$ cat src/rtl/cmp_pkg.sv
// cmp_pkg: shared definitions for the comparator arbiter slice.
//   state_t    : arbiter FSM states (IDLE, CMP, RESP)
//   CMP_WIDTH  : operand width of the shared magnitude comparator
//   rr_pick    : round-robin winner search, starting above the last winner
package cmp_pkg;

    typedef enum logic [1:0] {
        IDLE = 2'd0,
        CMP  = 2'd1,
        RESP = 2'd2
    } state_t;

    localparam int CMP_WIDTH = 8;

    // Returns the first set bit of req found searching upward from ptr+1,
    // wrapping modulo n (n <= 8). The loop runs from the far end downward so
    // the last assignment made is the nearest requester. When req is empty
    // the result is ptr, and the caller ignores it.
    function automatic logic [2:0] rr_pick(input logic [7:0] req,
                                           input logic [2:0] ptr,
                                           input int         n);
        logic [2:0] win;
        int         idx;
        win = ptr;
        for (int k = 8; k >= 1; k--) begin
            if (k <= n) begin
                idx = (int'(ptr) + k) % n;
                if (req[idx[2:0]]) begin
                    win = idx[2:0];
                end
            end
        end
        return win;
    endfunction

endpackage

$ cat src/rtl/cmp_arbiter_cmp.sv
// cmp_arbiter_cmp: the shared unsigned magnitude comparator (combinational).
//   a, b : operands
//   gt   : a > b
//   eq   : a == b
//   lt   : a < b
// Exactly one of gt/eq/lt is high for any input pair.
module cmp_arbiter_cmp
    import cmp_pkg::*;
#(
    parameter int WIDTH = CMP_WIDTH
) (
    input  logic [WIDTH-1:0] a,
    input  logic [WIDTH-1:0] b,
    output logic             gt,
    output logic             eq,
    output logic             lt
);

    assign gt = (a > b);
    assign eq = (a == b);
    assign lt = (a < b);

endmodule

$ cat src/rtl/cmp_arbiter.sv
// cmp_arbiter: round-robin access to one shared comparator for N_REQ requesters.
//   clk, rst    : clock (rising edge), asynchronous active-high reset
//   req         : level request per requester
//   a_in, b_in  : packed operands, requester i at [i*WIDTH +: WIDTH]
//   gnt         : one-hot one-cycle pulse, operands of that requester captured
//   rsp_valid   : one-cycle pulse, result fields valid
//   rsp_id      : requester owning the result
//   rsp_greater/rsp_equal/rsp_less : registered unsigned compare flags
//   busy        : FSM not in IDLE
//   dbg_state   : current FSM state, for observation
//
// Handshake: req is a level; each gnt pulse consumes one request, captured at
// the edge that raises gnt. Operands need only be stable at that edge. A
// requester with no more work drops req while its gnt is high; one that holds
// req is re-queued behind the others by the round-robin pointer.
module cmp_arbiter
    import cmp_pkg::*;
#(
    parameter  int N_REQ = 4,
    parameter  int WIDTH = CMP_WIDTH,
    localparam int ID_W  = $clog2(N_REQ)
) (
    input  logic                   clk,
    input  logic                   rst,
    input  logic [N_REQ-1:0]       req,
    input  logic [N_REQ*WIDTH-1:0] a_in,
    input  logic [N_REQ*WIDTH-1:0] b_in,
    output logic [N_REQ-1:0]       gnt,
    output logic                   rsp_valid,
    output logic [ID_W-1:0]        rsp_id,
    output logic                   rsp_greater,
    output logic                   rsp_equal,
    output logic                   rsp_less,
    output logic                   busy,
    output state_t                 dbg_state
);

    state_t            state_q;
    state_t            state_d;
    logic              load;
    logic [ID_W-1:0]   winner;
    logic [ID_W-1:0]   rr_ptr;
    logic [WIDTH-1:0]  op_a;
    logic [WIDTH-1:0]  op_b;
    logic [ID_W-1:0]   op_id;
    logic              c_gt;
    logic              c_eq;
    logic              c_lt;

    assign winner = ID_W'(rr_pick(8'(req), 3'(rr_ptr), N_REQ));

    // Next state and capture decision. A request is only taken in IDLE or
    // RESP, which gives the 2-cycle issue rate without an idle bubble.
    always_comb begin
        state_d = state_q;
        load    = 1'b0;
        case (state_q)
            IDLE: begin
                if (|req) begin
                    load    = 1'b1;
                    state_d = CMP;
                end
            end
            CMP: begin
                state_d = RESP;
            end
            RESP: begin
                if (|req) begin
                    load    = 1'b1;
                    state_d = CMP;
                end else begin
                    state_d = IDLE;
                end
            end
            default: begin
                state_d = IDLE;
            end
        endcase
    end

    always_ff @(posedge clk or posedge rst) begin
        if (rst) begin
            state_q <= IDLE;
        end else begin
            state_q <= state_d;
        end
    end

    // Capture of the winner's operands; the pointer moves to each winner so
    // it drops to lowest priority for the next decision.
    always_ff @(posedge clk or posedge rst) begin
        if (rst) begin
            gnt    <= '0;
            op_a   <= '0;
            op_b   <= '0;
            op_id  <= '0;
            rr_ptr <= ID_W'(N_REQ - 1);
        end else begin
            gnt <= '0;
            if (load) begin
                gnt    <= N_REQ'(1) << winner;
                op_a   <= a_in[int'(winner)*WIDTH +: WIDTH];
                op_b   <= b_in[int'(winner)*WIDTH +: WIDTH];
                op_id  <= winner;
                rr_ptr <= winner;
            end
        end
    end

    cmp_arbiter_cmp #(
        .WIDTH (WIDTH)
    ) u_cmp (
        .a  (op_a),
        .b  (op_b),
        .gt (c_gt),
        .eq (c_eq),
        .lt (c_lt)
    );

    // Result fields load only when leaving CMP and otherwise hold.
    always_ff @(posedge clk or posedge rst) begin
        if (rst) begin
            rsp_valid   <= 1'b0;
            rsp_id      <= '0;
            rsp_greater <= 1'b0;
            rsp_equal   <= 1'b0;
            rsp_less    <= 1'b0;
        end else begin
            rsp_valid <= (state_q == CMP);
            if (state_q == CMP) begin
                rsp_id      <= op_id;
                rsp_greater <= c_gt;
                rsp_equal   <= c_eq;
                rsp_less    <= c_lt;
            end
        end
    end

    assign busy      = (state_q != IDLE);
    assign dbg_state = state_q;

endmodule

$ cat config.mk
export PLATFORM = sky130hd
export DESIGN_NAME = cmp_arbiter
export DESIGN_NICKNAME = d
export VERILOG_FILES = /design/src/rtl/cmp_pkg.sv /design/src/rtl/cmp_arbiter_cmp.sv /design/src/rtl/cmp_arbiter.sv
export SDC_FILE = /design/constraint.sdc
export NUM_CORES = 1
export LEC_CHECK = 0
export CORE_UTILIZATION = 39
export CTS_CLUSTER_DIAMETER = 60
export DETAILED_ROUTE_END_ITERATION = 16
export PLACE_DENSITY = 0.81
export SLEW_MARGIN = 30
export SYNTH_ARGS = -nofsm -noshare
export SYNTH_HDL_FRONTEND = slang
export SYNTH_SLANG_ARGS = --single-unit
$ cat constraint.sdc
create_clock -name clk -period 5.3 [get_ports clk]
set_clock_uncertainty 0.15 [all_clocks]
set_input_delay 0.795 -clock clk [delete_from_list [all_inputs] [get_ports clk]]
set_output_delay 0.795 -clock clk [all_outputs]
set_load 0.05 [all_outputs]
==> results of run 1 <==
cells by family after synthesis:
family / share of synthesized area [%]
AND/OR/NAND/NOR: 17.9
multiplexers: 8.56
flip-flops: 40.1
buffers and inverters: 7.18
adder cells (fa/ha/maj): 5.00
AO/OA/AOI/OAI: 21.3
through the flow:
step	util, %	hold WS (ns)	setup WS [ns]
2_1_floorplan	-	0.289	3.11
3_3_place_gp	58.5	0.302	1.96
3_5_place_dp	58.5	0.312	1.84
4_1_cts	60.4	0.329	2.13
5_1_grt	60.6	0.368	2.34
6_report	60.6	0.320	2.50
state kept, by name (all words and copies together), names as in the netlist:
register and cells:
gnt 4, dbg_state 2, op_id 2, rsp_valid 1
rsp_greater 1, op_b 8, rsp_id 2, rr_ptr 2
rsp_equal 1, rsp_less 1, op_a 8
worst register-to-register path, cell delays in order (launching register included):
cell	delay [ns]
dfstp_2	0.56
nor2b_1	0.07
o21ai_2	0.23
and2_1	0.68
a221oi_1	0.18
a211oi_1	0.28
worst paths after layout:
| check | startpoint | to | cells past startpoint |
|---|---|---|---|
| setup / recovery | req[0] | op_a[6]$_DFFE_PP0P_ | 6 |
| hold / removal | op_id[1]$_DFFE_PP0P_ | rsp_id[1]$_DFFE_PP0P_ | 2 |
| setup reg to reg | rr_ptr[0]$_DFFE_PP1P_ | op_a[4]$_DFFE_PP0P_ | 5 |
| hold reg to reg | op_id[1]$_DFFE_PP0P_ | rsp_id[1]$_DFFE_PP0P_ | 2 |
| max in group asynchronous | rst | rr_ptr[1]$_DFFE_PP1P_ | 3 |
| min in group asynchronous | rst | gnt[1]$_DFF_PP0_ | 3 |
cell usage in the layout (no fill, tap or decap), drive strengths merged:
cell type      netlist  routed
nor2                28      28
o31ai                1       1
nand3                2       2
dfstp                2       2
a21oi                5       5
or2                  1       1
nor2b                5       5
or3b                 2       2
a21bo                1       1
clkdlybuf4s50        0      82
and3                 2       2
o21bai               2       2
buf                  9       1
mux2                 1       1
clkbuf               2       8
dfrtp               30      30
nand4                2       2
inv                 12      12
nand2b               1       1
nand2                8       8
ha                   8       8
o211ai               1       1
a221oi              16      16
a21o                 2       2
a211oi              17      17
mux2i               16      16
o21ai                3       3
and2                17      17
metal layers:
metal	routed length, um	track usage, %	vias to the layer above
met2	2210	30.3	63
met5	0	0	-
met3	314	4.39	5
met1	2150	25.6	823
met4	45	6.41	0
li1	-	-	866
power by group:
part / total (uW) / switching, uW / leakage [uW] / internal, uW
registers: 423 / 64.1 / 0.000373 / 359
clock network: 189 / 83.6 / 0.0000455 / 106
logic: 786 / 460 / 0.000837 / 326
total: 1400 / 608 / 0.00126 / 791
layout make-up:
class	instances	area, sq um	area share (%)
Inverter	12	45.0	1.54
Multi-Input combinational cell	141	1070	36.6
Clock buffer	8	90.1	3.09
Tap cell	67	83.8	2.87
Sequential cell	32	803	27.5
Timing Repair Buffer	83	828	28.4
==> implementation parameters, run 1 <==
Parameter                              Value

Run status
  Status ... finished, final reports clean

STA
  Unrepaired setup endpoints after global routing ... false
  Least-Margin Pin Slew ... 0.778 ns
  Worst rel slew slack ... 48.2%
  Final Hold Fails ... 0
  TNS Setup ... 0 ns
  Final worst-path cycle share ... 52.8%
  Number of setup violations in the final report ... 0
  Max frequency ... 358 MHz
  Tmin final ... 2.80 ns
  Number of max-slew violations in the final report ... 0

Worst setup path
  Buf+Inv Stages, Crit Path ... 1
  Critical Path AT ... 2.80 ns
  Slowest CP cell ... a21oi_4
  Setup slack of the worst register-to-register path ... 3.04 ns
  Critical path class ... primary input to flip-flop
  Critical path endpoint category ... flip-flop
  Maximum fanout count along the critical path ... 26
  Startpoint kind of the worst setup timing path ... primary input
  Cell chain of the critical path ... clkdlybuf4s50_1 -> nor2_1 -> a21oi_4 -> nand3_1 -> a221oi_1 -> a211oi_1
  Crit path required time ... 5.30 ns
  Cell class contributing the biggest share of worst-path delay ... compound AO/OA/AOI/OAI gates
  CP peak stage delay ... 0.54 ns

Synthesis
  Ranking of synthesized cells by instance count ... dfrtp_1, nor2_1, a211oi_1, mux2i_1, and2_1
  Gate Count Post-Synth ... 196
  Number of nets in the synthesized netlist ... 274
  Leading area contributor after synthesis ... dfrtp_1
  Unique cell type count in the Yosys netlist ... 37
  Number of flip-flops and latches in the synthesized netlist ... 32
  Post-synth top area share ... 37.5%
  Cell types with the largest area share after synthesis ... dfrtp_1, mux2i_1, a211oi_1
  Synth Area per Inst ... 10.2 sq um
  Count of flip-flops with a built-in enable after synthesis ... 0
  Synthesis warning total ... 0
  Sequential element share of the synthesized area ... 40.1%
  Top FF cell, synth ... dfrtp_1
  Netlist Area Pre-Place ... 0.00200 sq mm
  Fraction of synthesis flops using an asynchronous set or reset pin ... 100%
  Most common cell in the synthesized netlist ... dfrtp_1

Clock tree
  Clock root cell ... clkbuf_8
  CTS tree ... built
  Sink count of the clock tree ... 32
  Number of H-tree branching levels ... 2
  Clock latency reported for the late side of the worst-skew pair ... 0.28 ns
  Clock-pin slew on the worst setup and hold paths ... 0.06 ns
  Max clock buf depth ... 2
  Number of instances resized during post-cts repair ... 0
  Hold Buf Count CTS ... 0
  Setup bufs post-CTS ... 0
  CTS buffer count ... 5

Layout
  Total non-filler cell area in the finished layout ... 0.00292 sq mm
  Fraction of final layout cells sized beyond drive strength 1 ... 9.78%
  Layout fillers ... 433
  Non-filler instance count after layout ... 343
  Count of nets after finishing ... 353
  Antenna diode count ... 0
  Area growth from synthesis to layout ... 45.7%

Route
  Sum of routed wire length over all layers ... 4.72 mm
  Number of vias in the routed layout ... 1757
  Final routed DRC violation total ... 0
  Via/cell ratio ... 5.12
  Iter 0 DRT Violations ... 91
  WL/cell ... 13.7 um
  Antenna Violating Nets Remaining ... 0
  Detailed Routing Iterations Pass 1 ... 5

Power and ir drop
  Static Leakage ... 0.00126 uW
  Power density over cell area ... 479 mW/mm^2
  Peak supply drop ... 0.000261 V
  Total chip power ... 1400 uW

Placed design
  HPWL after detailed placement ... 3.61 mm
  Placed Instances ... 335
  Cell area after placement ... 0.00282 sq mm
  Gp weighted congestion ... 0.807
  Quantity of I/O buffers inserted on ports ... 82

Floorplanning
  Area of the placeable core ... 0.00482 sq mm
  Number of top-level pins ... 83
  Die Height ... 73.7 um
  Floorplan row count ... 25
  Die outline width ... 73.7 um
  Initial cell density of the core ... 41.6%
  Full die area ... 0.00543 sq mm

Job
  Maximum Capacitance Violations ... 0

Hold path
  Classification of the worst-slack hold path ... flip-flop to flip-flop

Global route
  Vias in the first global route ... 1685
  First-pass GRT wire length ... 7.82 mm
  Remaining global-route overflow ... 0
  Number of antenna violations at the first check in global routing ... 0
  Global-route total usage across every layer ... 19.1%
  Pin count of the biggest net entering global routing ... 33
Note: power is estimated with default switching activity, not from simulation.
==> run 2: changes to the inputs <==
- PLACE_DENSITY: 0.81 -> 0.84
- clock period: 5.3 -> 2.35 ns (I/O delays scaled with it)
==> implementation parameters, run 2 (synthesis gave the netlist of run 1 again) <==
Parameter                              Value

Layout
  Count of nets after finishing ... 356 (was 353)
  Area growth from synthesis to layout ... 47.0% (was 45.7%)
  Top flop regs ... op_a (8), op_b (8), gnt (4) (unchanged)
  Most frequent cells in the layout ... clkdlybuf4s50_1, dfrtp_1, nor2_1 (unchanged)
  Layout fillers ... 453 (was 433)
  Commonest non-fill, non-tap cell in the layout ... clkdlybuf4s50_1 (unchanged)
  Area of the multi-input gates ... 0.00106 sq mm (was 0.00107 sq mm)
  Fraction of final layout cells sized beyond drive strength 1 ... 10.8% (was 9.78%)
  Util after Layout ... 61.1% (was 60.6%)
  Area of all sequential standard cells ... 803 sq um (unchanged)
  Antenna diode count ... 0 (unchanged)

Route
  Iter 0 DRT Violations ... 92 (was 91)
  Final routed DRC violation total ... 0 (unchanged)
  Detailed Routing Iterations Pass 1 ... 4 (was 5)
  Antenna Violating Nets Remaining ... 0 (unchanged)
  Sum of routed wire length over all layers ... 5.13 mm (was 4.72 mm)
  WL/cell ... 14.9 um (was 13.7 um)
  Number of vias in the routed layout ... 1788 (was 1757)
  Via/cell ratio ... 5.18 (was 5.12)

Global route
  Pin count of the biggest net entering global routing ... 24 (was 33)
  Vias in the first global route ... 1912 (was 1685)
  Remaining global-route overflow ... 0 (unchanged)
  Global-route total usage across every layer ... 20.9% (was 19.1%)
  First-pass GRT wire length ... 8.46 mm (was 7.82 mm)
  Number of antenna violations at the first check in global routing ... 0 (unchanged)

STA
  Least-Margin Pin Slew ... 0.584 ns (was 0.778 ns)
  Final worst-path cycle share ... 93.3%
  Worst rel slew slack ... 61.0% (was 48.2%)
  TNS Setup ... 0 ns (unchanged)
  Unrepaired setup endpoints after global routing ... false (unchanged)
  Number of setup violations in the final report ... 0 (unchanged)
  Final Hold Fails ... 0 (unchanged)
  Number of max-slew violations in the final report ... 0 (unchanged)
  Max frequency ... 456 MHz
  Tmin final ... 2.19 ns

Placed design
  Gp weighted congestion ... 0.820 (was 0.807)
  Quantity of I/O buffers inserted on ports ... 82 (unchanged)
  HPWL after detailed placement ... 3.87 mm (was 3.61 mm)

Floorplanning
  Floorplan row count ... 25 (unchanged)
  Die outline width ... 73.7 um (unchanged)
  Area of the placeable core ... 0.00482 sq mm (unchanged)
  Initial cell density of the core ... 41.6% (unchanged)
  Number of top-level pins ... 83 (unchanged)
  Die Height ... 73.7 um (unchanged)
  Full die area ... 0.00543 sq mm (unchanged)

Clock tree
  Number of instances resized during post-cts repair ... 0 (unchanged)
  Setup bufs post-CTS ... 0 (unchanged)
  Clock latency reported for the late side of the worst-skew pair ... 0.28 ns (about the same)
  Clock root cell ... clkbuf_8 (unchanged)
  Max clock buf depth ... 2 (unchanged)
  CTS buffer count ... 5 (unchanged)
  Number of H-tree branching levels ... 2 (unchanged)
  Sink count of the clock tree ... 32 (unchanged)
  Hold Buf Count CTS ... 0 (unchanged)
  CTS tree ... built (unchanged)
  Clock-pin slew on the worst setup and hold paths ... 0.06 ns (about the same)

Power and ir drop
  Power density over cell area ... 1090 mW/mm^2 (was 479 mW/mm^2)
  Peak supply drop ... 0.000445 V (was 0.000261 V)
  Static Leakage ... 0.00127 uW (was 0.00126 uW)

Worst setup path
  Setup slack of the worst register-to-register path ... 0.19 ns (was 3.04 ns)
  Crit path required time ... 1.85 ns (was 5.30 ns)
  Critical path class ... flip-flop to output port (was primary input to flip-flop)
  Startpoint kind of the worst setup timing path ... flip-flop (was primary input)
  Depth of the worst register-to-register path ... 5 (unchanged)
  FF-to-FF End ... op_a[0]$_DFFE_PP0P_ (was op_a[4]$_DFFE_PP0P_)
  Critical path endpoint category ... output port (was flip-flop)
  FF-to-FF Start ... rr_ptr[0]$_DFFE_PP1P_ (unchanged)
  Critical Path AT ... 1.69 ns (was 2.80 ns)
  Maximum fanout count along the critical path ... 4 (was 26)
  Launch point of the worst path ... dbg_state[0]$_DFFE_PP0P_ (was req[0])

Hold path
  Classification of the worst-slack hold path ... primary input to asynchronous set/reset pin (was flip-flop to flip-flop)

Run status
  Status ... finished, final reports clean (unchanged)

Job
  Maximum Capacitance Violations ... 0 (unchanged)
==> run 2: cell count changes in the layout (fill, tap and decap cells not counted), sizes merged <==
cell / before / now
buf: 1 / 4
clkbuf: 8 / 6
clkinv: 0 / 1
==> run 2: worst max-delay path by stage <==
stage                          end  slack (ns)  cells after the start
3_5_place_dp   op_a[0]$_DFFE_PP0P_       -0.07                      6
4_1_cts                       busy        0.15                      2
3_3_place_gp   op_a[0]$_DFFE_PP0P_      -0.008                      6
2_1_floorplan  op_b[0]$_DFFE_PP0P_        0.44                      5
6_report                      busy        0.16                      2
5_1_grt                       busy        0.10                      2
==> run 2: worst max-delay path, cell delays in order, from the launching register on <==
cell and delay (ns):
dfrtp_1 0.42, or2_2 0.28, clkdlybuf4s50_1 0.70
==> run 2: per-layer routing <==
metal / track usage [%] / part of all wire (%)
met1: 25.2 / 44
met4: 9.19 / 1.5
met3: 4.39 / 5.2
met5: 0 / 0
met2: 35.8 / 49
==> run 2: power breakdown <==
part	leakage, uW	internal (uW)	total [uW]	switching, uW
clock network	0.0000410	201	395	194
registers	0.000373	809	958	149
logic	0.000859	783	1860	1080
==> run 2: final cells by class <==
type / instances / share of cell area [%]
multi-input combinational: 141 / 36.0
timing repair buffer: 86 / 29.7
sequential: 32 / 27.3
tap: 67 / 2.85
clock buffer: 6 / 2.46
inverter: 12 / 1.53
clock inverter: 1 / 0.170
==> run 2: metrics by stage <==
step | hold slack [ns] | power (uW) | instance area, sq um | instances | setup slack, ns
after floorplan | 0.289 | 2320 | 2000 | 196 | 0.445
after global placement | 0.302 | 2740 | 2870 | 338 | -0.00799
after detailed placement | 0.312 | 2820 | 2870 | 338 | -0.0705
after CTS | 0.302 | 3230 | 2950 | 345 | 0.154
after global routing | 0.339 | 3460 | 2950 | 345 | 0.104
final | 0.277 | 3210 | 2950 | 345 | 0.158
